### src/rtl/fifod2udp_tx.sv
// Transmit bridge: drains a length-delimited payload from fifod into the MAC UDP
// transmit port, using the fs/fd start/done handshake with the console.
module fifod2udp_tx #(
  parameter logic [11:0] MAX_LEN      = 12'd1472,
  parameter logic [15:0] PREP_TIMEOUT = 16'd50000
) (
  input  logic        clk,
  input  logic        rst_n,
  input  logic        fs,
  output logic        fd,
  output logic        err,
  input  logic [11:0] data_len,
  output logic [11:0] udp_tx_len,
  output logic        flag_udp_tx_req,
  input  logic        flag_udp_tx_prep,
  output logic        udp_txen,
  output logic [7:0]  udp_txd,
  output logic        fifod_rxen,
  input  logic [7:0]  fifod_rxd,
  input  logic        fifod_empty
);

  typedef enum logic [2:0] {IDLE, CHECK, REQ, READ, DONE} state_t;

  state_t      state, state_next;
  logic [11:0] len_r;
  logic [11:0] rd_cnt;
  logic [11:0] wr_cnt;
  logic [15:0] tmo_cnt;
  logic        vld_p0;
  logic        start;
  logic        err_next;
  logic        last_byte;
  logic        tmo_hit;

  // Reads stop at len_r bytes and never touch an empty FIFO; held off during reset.
  assign fifod_rxen = rst_n && (state == READ) && !fifod_empty && (rd_cnt < len_r);
  assign last_byte  = udp_txen && (wr_cnt == len_r - 12'd1);
  assign tmo_hit    = (tmo_cnt == PREP_TIMEOUT - 16'd1);

  always_comb begin
    state_next = state;
    err_next   = err;
    start      = 1'b0;
    case (state)
      IDLE: begin
        if (fs && !fd) begin
          start      = 1'b1;
          err_next   = 1'b0;
          state_next = CHECK;
        end
      end
      CHECK: begin
        if (len_r == 12'd0) begin
          state_next = DONE;
        end else if (len_r > MAX_LEN) begin
          err_next   = 1'b1;
          state_next = DONE;
        end else begin
          state_next = REQ;
        end
      end
      REQ: begin
        if (flag_udp_tx_prep) begin
          state_next = READ;
        end else if (tmo_hit) begin
          err_next   = 1'b1;
          state_next = DONE;
        end
      end
      READ: begin
        if (last_byte) state_next = DONE;
      end
      DONE: begin
        if (!fs) state_next = IDLE;
      end
      default: state_next = IDLE;
    endcase
  end

  always_ff @(posedge clk) begin
    if (!rst_n) begin
      state           <= IDLE;
      fd              <= 1'b0;
      err             <= 1'b0;
      flag_udp_tx_req <= 1'b0;
      len_r           <= 12'd0;
      udp_tx_len      <= 12'd0;
      rd_cnt          <= 12'd0;
      wr_cnt          <= 12'd0;
      tmo_cnt         <= 16'd0;
      vld_p0          <= 1'b0;
      udp_txen        <= 1'b0;
      udp_txd         <= 8'd0;
    end else begin
      state           <= state_next;
      fd              <= (state_next == DONE);
      err             <= err_next;
      flag_udp_tx_req <= (state_next == REQ);

      if (start) begin
        len_r      <= data_len;
        udp_tx_len <= data_len;
        rd_cnt     <= 12'd0;
        wr_cnt     <= 12'd0;
      end else begin
        if (fifod_rxen) rd_cnt <= rd_cnt + 12'd1;
        if (udp_txen)   wr_cnt <= wr_cnt + 12'd1;
      end

      if (state != REQ)           tmo_cnt <= 16'd0;
      else if (tmo_cnt != 16'hFFFF) tmo_cnt <= tmo_cnt + 16'd1;

      // p0: read issued last cycle, fifod_rxd now valid
      vld_p0 <= fifod_rxen;
      // p1: byte presented to the MAC
      udp_txen <= vld_p0;
      if (vld_p0) udp_txd <= fifod_rxd;
    end
  end

endmodule

### config.mk
export PLATFORM = sky130hd
export DESIGN_NAME = fifod2udp_tx
export DESIGN_NICKNAME = d
export VERILOG_FILES = /design/src/rtl/fifod2udp_tx.sv
export SDC_FILE = /design/constraint.sdc
export NUM_CORES = 1
export LEC_CHECK = 0
export ABC_AREA = 1
export BUFFER_PORTS_ARGS = -buffer_cell sky130_fd_sc_hd__buf_2
export CAP_MARGIN = 10
export CORE_MARGIN = 2
export CORE_UTILIZATION = 33
export CTS_CLUSTER_DIAMETER = 60
export DETAILED_ROUTE_END_ITERATION = 10
export PLACE_DENSITY_LB_ADDON = 0.12
export SLEW_MARGIN = 5
export SYNTH_ARGS = -nofsm -noshare
export SYNTH_HDL_FRONTEND = slang
export SYNTH_SLANG_ARGS = --single-unit
### constraint.sdc
create_clock -name clk -period 2.9 [get_ports clk]
set_input_delay 0.87 -clock clk [delete_from_list [all_inputs] [get_ports clk]]
set_output_delay 0.87 -clock clk [all_outputs]
set_load 0.02 [all_outputs]
### Yosys cells after proc, flatten, opt, wreduce, memory -nomap -nowiden

Cells that the tools add are included.

* reduce and logical (&&, ||, !) cells: 13
* order comparisons: 2
* mux-type cells: 16
* equal/unequal tests: 15
* bitwise logic cells: 1
* add/subtract/negate cells: 4

Operators with widths (number)
* 12-bit by 1-bit adder with 12-bit output, second input constant: 2
* 3-bit two-way mux: 7
* 16-bit by 1-bit adder with 16-bit output, second input constant: 1
* 16-bit equality test, second input constant: 1
* 16-bit inequality test, second input constant: 1
* 3-bit case mux with 5 select lines: 1
* 12-bit equality test: 1
* 12-bit by 11-bit > comparator with 1-bit output, second input constant: 1
* 12-bit logical NOT: 1
* 12-bit < comparator: 1
* 12-bit by 1-bit subtractor with 12-bit output, second input constant: 1
* 2-bit inequality test, second input constant: 5
* 3-bit by 2-bit equality test with 1-bit output, second input constant: 3
* 1-bit two-way mux: 7
* 3-bit equality test, second input constant: 2
* 6-bit AND reduction: 1
* 1-bit logical AND: 5
* 2-bit OR reduction: 2
* 3-bit by 1-bit equality test with 1-bit output, second input constant: 1
* 3-bit logical NOT: 1
* 3-bit by 2-bit inequality test with 1-bit output, second input constant: 1
* 1-bit case mux with 3 select lines: 1
* 3-bit nonzero test: 1
* 1-bit logical NOT: 2
* 1-bit inverter: 1

* flip-flop bits (word level): 68
* output and inout bits: 25
* bits of input ports: 25

### Logic depth before layout (Yosys ltp)

Gate-level depths: netlist of run 1.

* word-level depth: 6
* gate-level depth with buffers: 14
* mapped depth without buffers: 14

### Worst setup path before layout of run 1

OpenSTA, ideal clock, no wires.

* path type: register to output
* start: register len_r[5]
* end: output port fifod_rxen
* cell stages (with the launch flop): 9
* path slack: 391 ps
* data arrival time: 1639 ps
* required time: 2030 ps
* cells stage by stage: dfxtp_1 inv_1 ha_1 a21oi_1 o31ai_1 a21oi_1 nand3_1 inv_1 buf_4

* cells in the longest elaborated chain, start to end: 2

RTL lines
* start, declared: line 26 `logic [11:0] len_r;`
* start signal, assigned: line 102 `len_r <= data_len;`
* 12-bit < comparator: line 37 `assign fifod_rxen = rst_n && (state == READ) && !fifod_empty && (rd_cnt < len_r);`
* 1-bit logical AND: line 37
* end, declared: line 18 `output logic fifod_rxen,`

No other way between the ends.

### Final worst setup path of run 1

* start: register len_r[7]
* end: output port fifod_rxen

Same word-level chain as after synthesis.

==> metrics.yaml, run 1 <==
syn_inst: 553
required_ns: 2.03
finalHoldViolCount: 0
clkPwrFrac_pct: 38.4
synth_nets: 593
grt_pass1_vias: 3290
vias_per_cell: 4.77
syn_area_per_cell_sq_um: 6.74
final_cell_count_no_fill: 755
fin_setup_tns_ns: 0
final_util_pct: 41.0
drcViolationCount: 0
die_w_um: 110
ys_ff_latch: 68
crit_end: "fifod_rxen"
postCtsSetupBuffers: 0
slew_viol_final: 0
maxCapViolations: 0
pwr-share-seq_pct: 37.0
yosys_warnings: 0
path_max_fanout: 5
antenna_found_initial: 0
critPathLaunch: "len_r[7]$_SDFFE_PN0P_"
clk_path_buf_depth: 2
initial_core_util_pct: 34.1
gr-usage-all-layers_pct: 17.2
ys_types: 31
grt_first_pass_wirelength_mm: 15.9
finalCritPeriodShare_pct: 94.7
p_leak_nw: 2.03
outcome: "completed"
p_sw_share_pct: 33.3
gp_congestion: 0.841
root_buffer: "clkbuf_16"
peakVddDrop_mv: 0.356
slew_headroom_pct: 71.5
ant_nets: 0
hold_buffers: 0
first_pass_iters: 4
die_h_um: 110
p_per_area_nw_per_um2: 629
cts_resized: 0
path_clk_slew_ns: 0.06
ys_seq_area_share_pct: 36.5
start_kind: "flip-flop"
combPwrFrac_pct: 24.6
dp.cells: 739
overflow: 0
ios: 50
final_common_cell: "nand2_1"
io_buffers: 49
clk_latency_ns: 0.33
cts_tree: "yes"
setup_viol: 0
finalClockSkew_ns: 0.00541
layout_common_cells: "122 x nand2_1, 69 x inv_1, 63 x nor2_1, 62 x dfxtp_1, 48 x buf_2"
r2r_cells: 9
dp_hpwl_mm: 7.54
r2r-start: "len_r[7]$_SDFFE_PN0P_"
fin_nets: 650
rsz0062_at_grt: "false"
routed_wl_mm: 9.84
crit_path_end_kind: "output port"
grt_start_max_net_pins: 25
crit_type: "flip-flop to output port"
final_layout_size_suffix_gt1_share_pct: 16.3
worstHoldPathCells: 2
cts_sinks: 68
switchingPower_w: 0.000940
num_vias: 3604
hold_path.class: "flip-flop to flip-flop"
drt-wirelength-per-cell_um: 13.0
cts_buffers: 9
insertedDiodeCount: 0
row_count: 38
tightest_slew_ns: 0.425
fmax_mhz: 364
first_iter_violations: 214
r2r-end: "rd_cnt[0]$_SDFFE_PP0P_"
r2r_slack_ns: 0.93
core_area_sq_um: 10900
netlist_area_sq_um: 3730
htreeDepth: 3
dieArea_sq_um: 12200
layout_min_cycle_time_ns: 2.75
cellInternalPower_w: 0.00188
critPathArrivalTime_ns: 1.88
area_delta_synth_final_pct: 20.3
==> cells in the mapped netlist, drive strengths merged <==
master	instances	area, sq um
nand2	123	464
inv	77	289
nor2	69	284
dfxtp	68	1360
a21oi	49	245
o21ai	42	210
nand3	36	180
nand4	16	115
nor3	16	96.4
ha	15	188
xor2	15	131
clkbuf	6	22.5
nor4	5	31.3
or2	4	25.0
buf	3	17.5
xnor2	3	26.3
a211oi	2	15.0
a31oi	2	12.5
nand3b	1	7.51
o31ai	1	7.51
==> how the worst min path moves through the flow <==
stage,startpoint,endpoint
2_1_floorplan,tmo_cnt[3]$_SDFFE_PP0P_,tmo_cnt[3]$_SDFFE_PP0P_
3_3_place_gp,tmo_cnt[3]$_SDFFE_PP0P_,tmo_cnt[3]$_SDFFE_PP0P_
3_5_place_dp,tmo_cnt[3]$_SDFFE_PP0P_,tmo_cnt[3]$_SDFFE_PP0P_
4_1_cts,tmo_cnt[3]$_SDFFE_PP0P_,tmo_cnt[3]$_SDFFE_PP0P_
5_1_grt,udp_txd[5]$_SDFFE_PN0P_,udp_txd[5]$_SDFFE_PN0P_
6_report,tmo_cnt[3]$_SDFFE_PP0P_,tmo_cnt[3]$_SDFFE_PP0P_
==> per-stage QoR <==
stage | hold slack [ns] | area, sq um | power, W | setup WS (ns)
4_1_cts | 0.488 | 4450 | 0.00285 | 0.0450
5_1_grt | 0.524 | 4490 | 0.00300 | 0.0139
3_3_place_gp | 0.466 | 4160 | 0.00175 | 0.448
2_1_floorplan | 0.450 | 3730 | 0.00154 | 0.391
3_5_place_dp | 0.477 | 4160 | 0.00174 | 0.405
6_report | 0.485 | 4490 | 0.00282 | 0.155
==> per-layer routing <==
layer	routed length, um	vias to the layer above	share of wire (%)	track usage, %
met2	4310	57	44	26.0
met4	197	0	2.0	6.96
li1	-	1922	-	-
met1	5040	1611	51	23.6
met5	0	-	0	0
met3	291	14	3.0	3.88
==> power by group through the flow <==
stage                     Sequential (W)  Combinational (W)  Clock (W)
after floorplan                  0.00110           0.000439          0
after global routing             0.00105           0.000787    0.00116
after global placement           0.00106           0.000690          0
after CTS                        0.00104           0.000689    0.00112
final                            0.00104           0.000694    0.00108
after detailed placement         0.00106           0.000685          0
==> worst max-delay path: stages (launching register included) <==
cell      delay [ns]
dfxtp_2         0.35
inv_2           0.06
ha_1            0.33
a21oi_2         0.17
o31ai_2         0.08
a21oi_1         0.14
nand3_1         0.16
inv_2           0.09
clkbuf_4        0.16
==> cell type report <==
type | instances | area [sq um]
Timing Repair Buffer | 55 | 293
Sequential cell | 68 | 1370
Clock buffer | 10 | 229
Clock inverter | 6 | 63.8
Multi-Input combinational cell | 399 | 2060
Tap cell | 140 | 175
Fill cell | 1217 | 6450
Inverter | 77 | 289
==> kinds of logic (layout without fill, tap and decap cells) <==
family | count (synthesis) | in the layout | share of synthesized area, %
simple gates | 270 | 270 | 32.3
compound gates | 96 | 96 | 13.1
xor+xnor | 18 | 18 | 4.23
fa+ha+maj | 15 | 15 | 5.03
flops | 68 | 68 | 36.5
buf+inv | 86 | 148 | 8.82
==> sequential cells by signal (all words and copies together), names as in the netlist <==
signal and flops:
flag_udp_tx_req 1, udp_txd 8, rd_cnt 12, wr_cnt 12, state 3, tmo_cnt 16, len_r 12, fd 1
udp_txen 1, vld_p0 1, err 1
(Power assumes the default switching activity.)
==> run 2: changes to the inputs <==
CORE_MARGIN = not set   (was 2)
CORE_UTILIZATION = 25   (was 33)
==> run 2 against run 1 <==
  * Global-route usage is 2.3 points lower
  * Final area rose by 1.1%
  * Total power rose by 1.6%
  * Register-to-register slack about the same
  * Worst setup slack improved by 0.018 ns
==> metrics.yaml, run 2 (same netlist as run 1, synthesis figures left out) <==
outcome: "completed"
drcViolationCount: 0
core_area_sq_um: 14500
slew_viol_final: 0
setup_viol: 0
critPathArrivalTime_ns: 1.86
regMostFlops: "tmo_cnt"
required_ns: 2.03
grt_pass1_vias: 3569
final_layout_size_suffix_gt1_share_pct: 15.7
cts_buffers: 9
fin_setup_tns_ns: 0
gr-usage-all-layers_pct: 14.9
p_leak_nw: 2.04
layout_setup_ws_ns: 0.172
vias_per_cell: 4.57
overflow: 0
p_per_area_nw_per_um2: 632
antenna_found_initial: 0
hold_path.class: "flip-flop to flip-flop"
path_max_fanout: 6
layout_min_cycle_time_ns: 2.73
final_util_pct: 31.2
path_clk_slew_ns: 0.06
finalCritPeriodShare_pct: 94.1
grt_first_pass_wirelength_mm: 17.3
ant_nets: 0
finalHoldViolCount: 0
ios: 50
finalPower_w: 0.00287
root_buffer: "clkbuf_16"
fmax_mhz: 367
dpl_worst_slack_ns: 0.456
maxCapViolations: 0
rsz0062_at_grt: "false"
largest_reg_flops: 16
first_pass_iters: 5
dp_hpwl_mm: 7.98
die_h_um: 124
cts_tree: "yes"
initial_core_util_pct: 25.7
crit_type: "flip-flop to output port"
row_count: 44
insertedDiodeCount: 0
area_delta_synth_final_pct: 21.5
postCtsSetupBuffers: 0
fin_nets: 651
n_fill_cell: 1616
clk_path_buf_depth: 2
grt_start_max_net_pins: 25
clk_latency_ns: 0.35
start_kind: "flip-flop"
cts_sinks: 68
finalClockSkew_ns: 0.00757
final_common_cell: "nand2_1"
slew_headroom_pct: 68.3
drt-wirelength-per-cell_um: 12.8
gp_congestion: 0.805
layout_common_cells: "122 x nand2_1, 68 x inv_1, 64 x dfxtp_1, 63 x nor2_1"
tightest_slew_ns: 0.472
htreeDepth: 3
crit_path_end_kind: "output port"
dieArea_sq_um: 15400
num_vias: 3654
first_iter_violations: 192
routed_wl_mm: 10.3
io_buffers: 49
hold_ws_ns: 0.484
die_w_um: 124
peakVddDrop_mv: 0.266
-- run 2: routing by layer --
layer  routed length, um  track usage (%)  vias up
met1                4830             18.4     1662
li1                    -                -     1923
met5                   0                0        -
met2                4790             24.8       57
met4                 212             7.37        0
met3                 430             2.75       12
-- run 2: timing repair --
action / 4_1_cts / 5_1_grt
endpoints found under the setup margin: 0 / 1
gates resized for setup: 0 / 9
hold buffers: 0 / 0
-- run 2: final cells by class --
class	instances	area (sq um)	share of cell area, %
clock inverter	4	47.5	1.05
inverter	77	289	6.38
sequential	68	1370	30.1
multi-input combinational	399	2040	45.1
timing repair buffer	56	300	6.62
clock buffer	12	256	5.66
tap	184	230	5.08
-- run 2: worst max-delay path: stages (launching register included) --
cell	delay, ns
dfxtp_2	0.37
inv_1	0.09
ha_1	0.31
a21oi_1	0.15
o21ai_0	0.10
a21oi_1	0.13
nand3_1	0.15
inv_2	0.09
buf_4	0.14
-- run 2: path summary, 6_finish.rpt --
| path | start | endpoint | slack (ns) | depth (start not counted) |
|---|---|---|---|---|
| max | len_r[11]$_SDFFE_PN0P_ | fifod_rxen | 0.17 | 8 |
| min | tmo_cnt[3]$_SDFFE_PP0P_ | tmo_cnt[3]$_SDFFE_PP0P_ | 0.48 | 2 |
| max reg2reg | len_r[11]$_SDFFE_PN0P_ | rd_cnt[0]$_SDFFE_PP0P_ | 0.92 | 9 |
| min reg2reg | tmo_cnt[3]$_SDFFE_PP0P_ | tmo_cnt[3]$_SDFFE_PP0P_ | 0.48 | 2 |
-- run 2: per-stage QoR --
step	instances	cell area, sq um
after floorplan	553	3730
after detailed placement	784	4220
final	800	4530
after global routing	800	4530
after global placement	784	4220
after CTS	800	4520
-- run 2: power by group --
group / switching, W / internal [W]
Clock: 0.000418 / 0.000709
Sequential: 0.0000505 / 0.000990
Combinational: 0.000476 / 0.000222
==> run 3: changes to the inputs <==
clock period = 3.2 ns   (was 2.9 ns; I/O delays follow)
==> run 3 against run 2 <==
  * Die area stayed put
  * Flip-flop and latch count stayed put
  * Clock power is 15% lower
  * Largest cell class unchanged
  * Final area is 0.88% lower
==> metrics.yaml, run 3 (same netlist as run 1, synthesis figures left out) <==
peakVddDrop_mv: 0.280
path_max_fanout: 6
grt_pass1_vias: 3384
cts_tree: "yes"
core_area_sq_um: 14500
path_clk_slew_ns: 0.06
slew_viol_final: 0
slew_headroom_pct: 66.1
die_h_um: 124
cts_sinks: 68
clk_latency_ns: 0.34
hold_buffers: 0
grt_start_max_net_pins: 25
start_kind: "flip-flop"
fmax_mhz: 342
fin_nets: 649
clk_path_buf_depth: 2
setup_viol: 0
drcViolationCount: 0
regMostFlops: "tmo_cnt"
critPathArrivalTime_ns: 1.96
area_delta_synth_final_pct: 20.5
p_per_area_nw_per_um2: 562
postCtsSetupBuffers: 0
outcome: "completed"
vias_per_cell: 4.49
num_vias: 3583
final_layout_size_suffix_gt1_share_pct: 14.2
hold_path.class: "flip-flop to flip-flop"
gr-usage-all-layers_pct: 14.2
overflow: 0
required_ns: 2.24
ant_nets: 0
dieArea_sq_um: 15400
initial_core_util_pct: 25.7
final_common_cell: "nand2_1"
dp.cells: 782
p_leak_nw: 2.02
tightest_slew_ns: 0.507
first_pass_iters: 4
finalCritPeriodShare_pct: 91.2
cts_resized: 0
antenna_found_initial: 0
dp_hpwl_mm: 7.83
final_cell_count_no_fill: 798
rsz0062_at_grt: "false"
row_count: 44
ios: 50
root_buffer: "clkbuf_16"
finalHoldViolCount: 0
routed_wl_mm: 10.1
layout_common_cells: "122 x nand2_1, 71 x inv_1, 68 x dfxtp_1, 63 x nor2_1"
crit_path_end_kind: "output port"
largest_reg_flops: 16
die_w_um: 124
crit_type: "flip-flop to output port"
io_buffers: 49
first_iter_violations: 172
gp_congestion: 0.764
cts_buffers: 9
maxCapViolations: 0
finalClockSkew_ns: 0.00750
insertedDiodeCount: 0
drt-wirelength-per-cell_um: 12.6
grt_first_pass_wirelength_mm: 16.5
htreeDepth: 3
fin_setup_tns_ns: 0
layout_min_cycle_time_ns: 2.92
==> run 3: worst paths after layout <==
kind,from,end,slack [ns],depth (start not counted)
worst max-delay path,len_r[11]$_SDFFE_PN0P_,fifod_rxen,0.28,8
worst min-delay path,tmo_cnt[3]$_SDFFE_PP0P_,tmo_cnt[3]$_SDFFE_PP0P_,0.48,2
worst max register to register,len_r[11]$_SDFFE_PN0P_,rd_cnt[0]$_SDFFE_PP0P_,1.15,9
worst min register to register,tmo_cnt[3]$_SDFFE_PP0P_,tmo_cnt[3]$_SDFFE_PP0P_,0.48,2
==> run 3: through the flow <==
step	total power, W	hold WS, ns	cell area [sq um]	utilization (%)	worst slack [ns]
final	0.00253	0.479	4490	30.9	0.280
after global routing	0.00270	0.516	4490	30.9	0.0215
after CTS	0.00257	0.482	4490	30.9	0.250
after detailed placement	0.00159	0.474	4200	28.9	0.596
after global placement	0.00159	0.472	4200	28.9	0.602
after floorplan	0.00140	0.450	3730	-	0.601
==> run 3: area by class of cell <==
cell class / instances / area [sq um]
multi-input combinational: 399 / 2040
tap: 184 / 230
fill: 1628 / 10000
sequential: 68 / 1360
timing repair buffer: 54 / 283
clock buffer: 13 / 270
inverter: 77 / 289
clock inverter: 3 / 20.0
==> run 3: metal layers <==
layer  GRT usage [%]  routed length (um)  vias to the layer above
li1                -                   -                     1914
met1            17.9                4800                     1602
met2            23.1                4750                       52
met3            2.47                 292                       15
met4            7.07                 235                        0
met5               0                   0                        -
==> run 3: power breakdown <==
group          internal [W]  switching, W
sequential         0.000895     0.0000474
combinational      0.000198      0.000423
clock              0.000587      0.000377
==> run 3: worst max-delay path: stages (launching register included) <==
cell	delay (ns)
dfxtp_1	0.42
inv_1	0.12
ha_1	0.32
a21oi_1	0.14
o21ai_0	0.09
a21oi_1	0.14
nand3_1	0.13
inv_1	0.10
buf_2	0.17
